### src/rtl/cpu_wb_bridge.sv
// cpu_wb_bridge: 68040-style CPU bus (sampled on bus_ce) to Wishbone master bridge.
// Single transfers and wrapped line bursts; slave errors, timeouts and bad TT end in TEA.
module cpu_wb_bridge #(
  parameter int LINE_BEATS = 4,
  parameter int TIMEOUT    = 255,
  parameter int ADDR_W     = 32
) (
  input  logic              clk,
  input  logic              rst,
  input  logic              bus_ce,
  input  logic [ADDR_W-1:0] cpu_addr,
  input  logic [31:0]       cpu_dat_o,
  output logic [31:0]       cpu_dat_i,
  output logic              cpu_dat_oe,
  input  logic [1:0]        cpu_siz,
  input  logic [1:0]        cpu_tt,
  input  logic              cpu_ts_n,
  input  logic              cpu_rw,
  output logic              cpu_ta_n,
  output logic              cpu_tea_n,
  output logic              wb_cyc_o,
  output logic              wb_stb_o,
  output logic              wb_we_o,
  output logic [3:0]        wb_sel_o,
  output logic [ADDR_W-3:0] wb_adr_o,
  output logic [31:0]       wb_dat_o,
  input  logic [31:0]       wb_dat_i,
  input  logic              wb_ack_i,
  input  logic              wb_err_i
);

  localparam int K  = $clog2(LINE_BEATS);
  localparam int TW = (TIMEOUT > 0) ? $clog2(TIMEOUT + 1) : 1;
  localparam int BW = $clog2(LINE_BEATS + 1);
  localparam logic [TW-1:0] TLAST      = TW'((TIMEOUT > 0) ? (TIMEOUT - 1) : 0);
  localparam logic [BW-1:0] BEATS_LINE = BW'(LINE_BEATS);

  typedef enum logic [1:0] {
    S_IDLE = 2'd0,
    S_REQ  = 2'd1,
    S_WAIT = 2'd2,
    S_TERM = 2'd3
  } state_t;

  // Big-endian byte lanes: byte 0 of a long word sits on sel[3].
  function automatic logic [3:0] byte_sel(input logic [1:0] siz, input logic [1:0] tt,
                                          input logic [1:0] a);
    logic [3:0] s;
    s = 4'b1111;
    if (tt == 2'b01) begin
      s = 4'b1111;
    end else begin
      case (siz)
        2'b01: begin
          case (a)
            2'b00:   s = 4'b1000;
            2'b01:   s = 4'b0100;
            2'b10:   s = 4'b0010;
            default: s = 4'b0001;
          endcase
        end
        2'b10:   s = a[1] ? 4'b0011 : 4'b1100;
        default: s = 4'b1111;
      endcase
    end
    return s;
  endfunction

  state_t            r_state, w_state;
  logic [ADDR_W-1:0] r_addr, w_addr;
  logic              r_rw, w_rw;
  logic [BW-1:0]     r_beats, w_beats;
  logic              r_err, w_err;
  logic              r_hold, w_hold;
  logic [TW-1:0]     r_timer, w_timer;
  logic              r_cyc, w_cyc;
  logic              r_stb, w_stb;
  logic              r_we, w_we;
  logic [3:0]        r_sel, w_sel;
  logic [31:0]       r_wdat, w_wdat;
  logic [31:0]       r_rdat, w_rdat;
  logic              r_ta_n, w_ta_n;
  logic              r_tea_n, w_tea_n;
  logic              r_oe, w_oe;
  logic              w_tmo;

  assign w_tmo = (TIMEOUT != 0) && (r_timer == TLAST);

  // Next-state and next-output logic for the transfer sequencer.
  always_comb begin
    w_state = r_state;
    w_addr  = r_addr;
    w_rw    = r_rw;
    w_beats = r_beats;
    w_err   = r_err;
    w_hold  = r_hold;
    w_timer = r_timer;
    w_cyc   = r_cyc;
    w_stb   = r_stb;
    w_we    = r_we;
    w_sel   = r_sel;
    w_wdat  = r_wdat;
    w_rdat  = r_rdat;
    w_ta_n  = r_ta_n;
    w_tea_n = r_tea_n;
    w_oe    = r_oe;
    case (r_state)
      S_IDLE: begin
        if (bus_ce && !cpu_ts_n) begin
          w_addr  = cpu_addr;
          w_rw    = cpu_rw;
          w_sel   = byte_sel(cpu_siz, cpu_tt, cpu_addr[1:0]);
          w_beats = ((cpu_siz == 2'b11) || (cpu_tt == 2'b01)) ? BEATS_LINE : BW'(1);
          w_hold  = 1'b0;
          if (cpu_tt[1]) begin
            w_err   = 1'b1;
            w_state = S_TERM;
          end else begin
            w_err   = 1'b0;
            w_state = S_REQ;
          end
        end else begin
          w_state = S_IDLE;
        end
      end
      S_REQ: begin
        if (r_rw || bus_ce) begin
          if (!r_rw) begin
            w_wdat = cpu_dat_o;
          end else begin
            w_wdat = r_wdat;
          end
          w_cyc   = 1'b1;
          w_stb   = 1'b1;
          w_we    = !r_rw;
          w_timer = {TW{1'b0}};
          w_state = S_WAIT;
        end else begin
          w_state = S_REQ;
        end
      end
      S_WAIT: begin
        w_timer = (&r_timer) ? r_timer : r_timer + TW'(1);
        // Slave error beats ack, and any slave response beats the timeout.
        if (wb_err_i || (!wb_ack_i && w_tmo)) begin
          w_stb   = 1'b0;
          w_cyc   = 1'b0;
          w_we    = 1'b0;
          w_err   = 1'b1;
          w_hold  = 1'b0;
          w_state = S_TERM;
        end else if (wb_ack_i) begin
          w_stb = 1'b0;
          if (r_rw) begin
            w_rdat = wb_dat_i;
          end else begin
            w_rdat = r_rdat;
          end
          w_cyc   = (r_beats > BW'(1));
          w_we    = w_cyc ? r_we : 1'b0;
          w_hold  = 1'b0;
          w_state = S_TERM;
        end else begin
          w_state = S_WAIT;
        end
      end
      S_TERM: begin
        if (bus_ce) begin
          if (!r_hold) begin
            w_hold  = 1'b1;
            w_ta_n  = r_err;
            w_tea_n = !r_err;
            w_oe    = r_rw;
          end else begin
            w_hold  = 1'b0;
            w_ta_n  = 1'b1;
            w_tea_n = 1'b1;
            w_oe    = 1'b0;
            if (r_err || (r_beats == BW'(1))) begin
              w_cyc   = 1'b0;
              w_stb   = 1'b0;
              w_we    = 1'b0;
              w_state = S_IDLE;
            end else begin
              w_beats       = r_beats - BW'(1);
              w_addr[K+1:2] = r_addr[K+1:2] + K'(1);
              w_state       = S_REQ;
            end
          end
        end else begin
          w_state = S_TERM;
        end
      end
      default: begin
        w_state = S_IDLE;
      end
    endcase
  end

  // State and output registers; reset abandons any transfer without TA/TEA.
  always_ff @(posedge clk or posedge rst) begin
    if (rst) begin
      r_state <= S_IDLE;
      r_addr  <= {ADDR_W{1'b0}};
      r_rw    <= 1'b0;
      r_beats <= {BW{1'b0}};
      r_err   <= 1'b0;
      r_hold  <= 1'b0;
      r_timer <= {TW{1'b0}};
      r_cyc   <= 1'b0;
      r_stb   <= 1'b0;
      r_we    <= 1'b0;
      r_sel   <= 4'b0000;
      r_wdat  <= 32'h0000_0000;
      r_rdat  <= 32'h0000_0000;
      r_ta_n  <= 1'b1;
      r_tea_n <= 1'b1;
      r_oe    <= 1'b0;
    end else begin
      r_state <= w_state;
      r_addr  <= w_addr;
      r_rw    <= w_rw;
      r_beats <= w_beats;
      r_err   <= w_err;
      r_hold  <= w_hold;
      r_timer <= w_timer;
      r_cyc   <= w_cyc;
      r_stb   <= w_stb;
      r_we    <= w_we;
      r_sel   <= w_sel;
      r_wdat  <= w_wdat;
      r_rdat  <= w_rdat;
      r_ta_n  <= w_ta_n;
      r_tea_n <= w_tea_n;
      r_oe    <= w_oe;
    end
  end

  assign cpu_dat_i  = r_rdat;
  assign cpu_dat_oe = r_oe;
  assign cpu_ta_n   = r_ta_n;
  assign cpu_tea_n  = r_tea_n;
  assign wb_cyc_o   = r_cyc;
  assign wb_stb_o   = r_stb;
  assign wb_we_o    = r_we;
  assign wb_sel_o   = r_sel;
  assign wb_adr_o   = r_addr[ADDR_W-1:2];
  assign wb_dat_o   = r_wdat;

endmodule
### config.mk
export PLATFORM = sky130hd
export DESIGN_NAME = cpu_wb_bridge
export DESIGN_NICKNAME = d
export VERILOG_FILES = /design/src/rtl/cpu_wb_bridge.sv
export SDC_FILE = /design/constraint.sdc
export NUM_CORES = 1
export LEC_CHECK = 0
export ABC_AREA = 1
export ABC_CLOCK_PERIOD_IN_PS = 3700
export CAP_MARGIN = 40
export CORE_MARGIN = 2
export CORE_UTILIZATION = 30
export CTS_CLUSTER_DIAMETER = 30
export DETAILED_ROUTE_END_ITERATION = 7
export PLACE_DENSITY_LB_ADDON = 0.15
export SETUP_SLACK_MARGIN = 0.15
export SLEW_MARGIN = 20
export SYNTH_ARGS = -nofsm -noshare
export SYNTH_HDL_FRONTEND = slang
export SYNTH_SLANG_ARGS = --single-unit
### constraint.sdc
create_clock -name clk -period 3.7 [get_ports clk]
set_input_delay 0.37 -clock clk [delete_from_list [all_inputs] [get_ports clk]]
set_output_delay 0.37 -clock clk [all_outputs]
set_load 0.02 [all_outputs]
==> results_dict.tcl, run 1 <==
set metrics [dict create \
    status "complete, no violations" \
    ys_warn_count 0 \
    fin_cells 886 \
    yosysTopAreaCell "dfrtp_1" \
    h-tree-depth 4 \
    maxCapViolCount 0 \
    tightestPinTransition_ns 0.503 \
    fin_setup_tns_ns 0 \
    path_class "flop to flop" \
    grt_pass1_vias 4258 \
    overflow 0 \
    finalCritPeriodShare 0.537 \
    skew_ns 0.00888 \
    required_ns 3.97 \
    dieHeight_um 135 \
    ys_ff_latch 120 \
    crit_chain "inv_1 -> ha_1 -> buf_4 -> inv_1 -> o21ai_1 -> nand2_1 -> inv_1 -> nand3_1 -> o21ai_0" \
    postRouteAntennaNets 0 \
    worst_setup_path_start_kind "flop" \
    ios 211 \
    routed_wirelength_mm 13.2 \
    ys_seq_area_frac 0.581 \
    clk_pin_slew_ns 0.06 \
    track_usage 0.149 \
    drc 0 \
    cts.sinks 120 \
    synth.avg_cell_area_um2 12.1 \
    cp_slowest_stage_delay_ns 0.40 \
    port-buffer-count 210 \
    insertion_delay_ns 0.41 \
    path_buf_inv 4 \
    pre_cts_slack_ns 1.56 \
    firstDrtPassIters 4 \
    vias_per_cell 4.45 \
    placed_cells 855 \
    area_growth_pct 57.4 \
    gp_congestion 0.807 \
    num_rows 48 \
    synth_nets 547 \
    yosys-top-cells-area "dfrtp_1, mux2_2, nand2_1" \
    path_delay_family "buffers and inverters" \
    end_kind "flop" \
    first_iter_violations 159 \
    post_cts_buffers 0 \
    antenna_cells 0 \
    period_needed_ns 1.99 \
    initial_core_util 0.303 \
    grt_pass1_wl_mm 21.3 \
    cts_resized 0 \
    clockBufferDepth 2 \
    netlist_area_um2 5170 \
    vias 3943 \
    routedWlPerCell_um 14.8 \
    timing.fmax_mhz 503 \
    hold-worst-slack_ns 0.246 \
    synth_cells 428 \
    hold_path.class "input pin to asynchronous set/reset pin" \
    rsz0062_at_grt "false" \
    yosysUniqueCellTypes 32 \
    cts_root_buf "clkbuf_16" \
    chipWidth_um 135 \
    cts_hold_buf 0 \
    drive_gt1_frac 0.207 \
    dieArea_um2 18300 \
    max_slew_margin 0.664 \
    worstPathArrival_ns 2.26 \
    setup_violations 0 \
    cp_max_fo 15 \
    cts_tree "done" \
    maxSlewViolCount 0 \
    yosys.area.top_type_share 0.571 \
    leakage_nw 3.57 \
    ir_worst_vdd_v 0.000407 \
    cts_buffers 17 \
    grt_max_degree 64 \
    hold_viol_final 0 \
    antenna_found_initial 0 \
    dp_hpwl_mm 9.68 \
    core_um2 17100 \
    fin_nets 769 \
    cp_slowest_cell "dfrtp_1" \
    fin_ws_ns 1.71 \
    pwr_density_cell_nw_per_um2 845 \
    crit_top_cell "inv_1" \
]
==> final cells by class <==
type | instances | area, um2
clock buffer | 20 | 447
clock inverter | 10 | 129
fill | 1589 | 8910
inverter | 41 | 158
multi-input combinational | 253 | 1920
sequential | 120 | 3010
tap | 225 | 282
timing repair buffer | 217 | 2200
==> placed cells by master (no fill, tap or decap), drive strengths merged <==
master and instances:
xor2 1, o21bai 1, clkbuf 20, clkinvlp 1
o2111ai 1, o21a 1, inv 40, mux2 92
clkdlybuf4s50 210, or2 2, nor3 10, dfrtp 118
o31ai 4, xnor2 4, bufinv 3, a21oi 12
dfstp 2, nand2 55, a31o 1, ha 12
o22ai 1, o211ai 1, clkinv 7, nand3 19
nand4 4, a31oi 1, o21ai 19, buf 7
nor2 12
==> flip-flops by register name, summed over array words and instances, names as in the netlist <==
name and count:
cpu_dat_i 32, cpu_dat_oe 1, cpu_ta_n 1, cpu_tea_n 1
r_addr 30, r_beats 3, r_err 1, r_hold 1
r_rw 1, r_state 2, r_timer 8, wb_cyc_o 1
wb_dat_o 32, wb_sel_o 4, wb_stb_o 1, wb_we_o 1
==> kinds of logic (layout without fill, tap and decap cells) <==
family | count (synthesis) | after routing | synth area share
DFF | 120 | 120 | 0.581
and+or+nand+nor | 102 | 102 | 0.0880
muxes | 92 | 92 | 0.200
buffers and inverters | 55 | 288 | 0.0476
AOI/OAI and AO/OA | 42 | 42 | 0.0459
adders and majority gates | 12 | 12 | 0.0290
xor gates and xnor gates | 5 | 5 | 0.00846
==> path summary, 6_finish.rpt <==
path / startpoint / cells past startpoint / slack (ns) / to
max: r_state[0]$_DFFE_PP0P_ / 9 / 1.71 / r_timer[0]$_DFFE_PP0P_
min: rst / 2 / 0.25 / wb_dat_o[0]$_DFFE_PP0P_
max reg2reg: r_state[0]$_DFFE_PP0P_ / 9 / 1.71 / r_timer[0]$_DFFE_PP0P_
min reg2reg: r_err$_DFFE_PP0P_ / 1 / 0.41 / cpu_tea_n$_DFFE_PP1P_
max in group asynchronous: rst / 4 / 2.59 / cpu_tea_n$_DFFE_PP1P_
min in group clk: r_err$_DFFE_PP0P_ / 1 / 0.41 / cpu_tea_n$_DFFE_PP1P_
==> synthesized netlist by cell type (all sizes together) <==
library cell / number
a21oi: 12
a31o: 1
a31oi: 1
buf: 13
clkbuf: 1
dfrtp: 118
dfstp: 2
ha: 12
inv: 41
mux2: 92
nand2: 55
nand3: 19
nand4: 4
nor2: 12
nor3: 10
o2111ai: 1
o211ai: 1
o21a: 1
o21ai: 19
o21bai: 1
o22ai: 1
o31ai: 4
or2: 2
xnor2: 4
xor2: 1
==> routing by layer <==
metal | wire (um) | GRT usage | up-vias
li1 | - | - | 1881
met1 | 5130 | 0.165 | 1915
met3 | 1340 | 0.0808 | 10
met5 | 0 | 0 | -
met4 | 138 | 0.0486 | 0
met2 | 6550 | 0.246 | 137
==> power by group <==
| group | total (mW) | internal (mW) | switching [mW] |
|---|---|---|---|
| logic | 3.02 | 1.56 | 1.46 |
| clock network | 1.62 | 1.06 | 0.559 |
| registers | 2.24 | 1.92 | 0.324 |
| total | 6.88 | 4.54 | 2.34 |
==> per-stage QoR <==
| step | total power, mW | cell area [um2] | utilization |
|---|---|---|---|
| after detailed placement | 5.31 | 7550 | 0.442 |
| after global placement | 5.26 | 7520 | 0.441 |
| final | 6.88 | 8140 | 0.477 |
| after floorplan | 3.81 | 5180 | - |
| after CTS | 7.00 | 8120 | 0.476 |
| after global routing | 7.30 | 8140 | 0.477 |
Power figures use the tool's default switching activity.
==> inputs of run 2 (changes only) <==
Settings changed: ABC_CLOCK_PERIOD_IN_PS 3700 to 1900.
Clock period 3.7 ns to 1.9 ns, I/O delays scaled along.
==> run 2 against run 1 <==
Compared with the run above: critical path depth decreased by 8; design area increased by 0.81%; total power increased by 93%; register-to-register slack got worse by 1.4 ns; utilization increased by 0.39 points; first-iteration DRC count increased by 3.1%; clock-buffer cell count unchanged; cell count increased by 0.79%; global-route usage about the same; sequential share of layout area decreased by 0.30 points; hold slack got worse by 0.087 ns; highest routed layer unchanged.
==> results_dict.tcl, run 2 (synthesis results as in run 1) <==
set metrics [dict create \
    status "complete, no violations" \
    path_buf_inv 1 \
    worstRegToRegCells 8 \
    h-tree-depth 4 \
    timing.fmax_mhz 614 \
    rr_endpoint "wb_cyc_o$_DFFE_PP0P_" \
    pwr_density_cell_nw_per_um2 1620 \
    end_kind "output port" \
    fin_setup_tns_ns 0 \
    finalCritPeriodShare 0.858 \
    grt_max_degree 41 \
    area_growth_pct 58.6 \
    hold_viol_final 0 \
    core_um2 17100 \
    drc 0 \
    fin_cells 893 \
    setup_violations 0 \
    tightestPinTransition_ns 0.483 \
    rsz0062_at_grt "false" \
    dp_hpwl_mm 9.84 \
    crit_chain "clkdlybuf4s50_1" \
    initial_core_util 0.303 \
    cts_buffers 17 \
    leakage_nw 3.58 \
    overflow 0 \
    cts_hold_buf 0 \
    grt_pass1_wl_mm 21.2 \
    hold_path.class "input pin to asynchronous set/reset pin" \
    path_delay_family "buffers and inverters" \
    period_needed_ns 1.63 \
    drive_gt1_frac 0.225 \
    clockBufferDepth 2 \
    placed_cells 861 \
    r2r-start "r_state[0]$_DFFE_PP0P_" \
    grt_pass1_vias 4228 \
    worstPathArrival_ns 1.44 \
    fin_ws_ns 0.271 \
    first_iter_violations 164 \
    vias_per_cell 4.46 \
    ir_worst_vdd_v 0.000845 \
    routedWlPerCell_um 14.9 \
    postRouteAntennaNets 0 \
    port-buffer-count 210 \
    cts.sinks 120 \
    max_slew_margin 0.677 \
    cp_max_fo 4 \
    clk_pin_slew_ns 0.06 \
    dieHeight_um 135 \
    cp_slowest_cell "clkdlybuf4s50_1" \
    dieArea_um2 18300 \
    cts_root_buf "clkbuf_16" \
    routed_wirelength_mm 13.3 \
    track_usage 0.149 \
    ios 211 \
    pre_cts_slack_ns 0.0968 \
    firstDrtPassIters 4 \
    vias 3979 \
    required_ns 1.71 \
    antenna_found_initial 0 \
    chipWidth_um 135 \
    fin_nets 774 \
    worst_setup_path_start_kind "flop" \
    final_cell_mix "clkdlybuf4s50_1, dfrtp_1, mux2_2" \
    layout_commonest_cell "clkdlybuf4s50_1" \
    skew_ns 0.0117 \
    maxSlewViolCount 0 \
    post_cts_buffers 0 \
    num_rows 48 \
    antenna_cells 0 \
    r2r_setup_slack_ns 0.31 \
    maxCapViolCount 0 \
    insertion_delay_ns 0.41 \
    cts_tree "done" \
    path_class "flop to output port" \
    gp_congestion 0.817 \
    cp_slowest_stage_delay_ns 0.63 \
]
==> run 2: how the worst max path moves through the flow <==
stage                            from                       end  slack, ns  depth (start not counted)
5_1_grt        r_state[0]$_DFFE_PP0P_      wb_cyc_o$_DFFE_PP0P_       0.15                          8
2_1_floorplan                     rst  cpu_dat_i[0]$_DFFE_PP0P_       0.24                          1
3_3_place_gp                   bus_ce    r_timer[0]$_DFFE_PP0P_       0.10                          7
6_report        r_addr[2]$_DFFE_PP0P_               wb_adr_o[0]       0.27                          1
4_1_cts        r_state[0]$_DFFE_PP0P_    r_timer[3]$_DFFE_PP0P_       0.17                          6
3_5_place_dp                   bus_ce    r_timer[0]$_DFFE_PP0P_        0.1                          7
==> run 2: area by class of cell <==
| class | count | area, um2 |
|---|---|---|
| clock inverters | 12 | 103 |
| multi-input cells | 253 | 1940 |
| clock buffers | 20 | 457 |
| fillers | 1553 | 8850 |
| repair buffers | 222 | 2260 |
| flip-flops and latches | 120 | 3010 |
| well taps | 225 | 282 |
| inverters | 41 | 158 |
==> run 2: what timing repair did <==
action / 4_1_cts / 5_1_grt
pin swaps: 0 / 1
setup endpoints to repair: 2 / 18
endpoints found under the hold margin: 0 / 0
resized for setup: 2 / 6
==> run 2: layer usage <==
metal | part of all wire | vias up | GRT usage
met1 | 0.40 | 1926 | 0.172
met2 | 0.48 | 138 | 0.240
met4 | 0.016 | 0 | 0.0561
li1 | - | 1898 | -
met3 | 0.10 | 17 | 0.0733
met5 | 0 | - | 0
==> run 2: metrics by stage <==
stage	util	hold slack, ns	power, mW	cell area, um2
finish	0.481	0.158	13.3	8210
floorplan	-	0.340	7.41	5180
global route	0.481	0.171	14.1	8210
CTS	0.480	0.159	13.5	8190
global placement	0.448	0.403	10.3	7630
detailed placement	0.448	0.405	10.4	7630
==> run 2: power breakdown <==
part / internal (mW) / switching (mW)
clock network: 1.86 / 1.17
logic: 3.09 / 2.86
registers: 3.73 / 0.618
total: 8.67 / 4.64
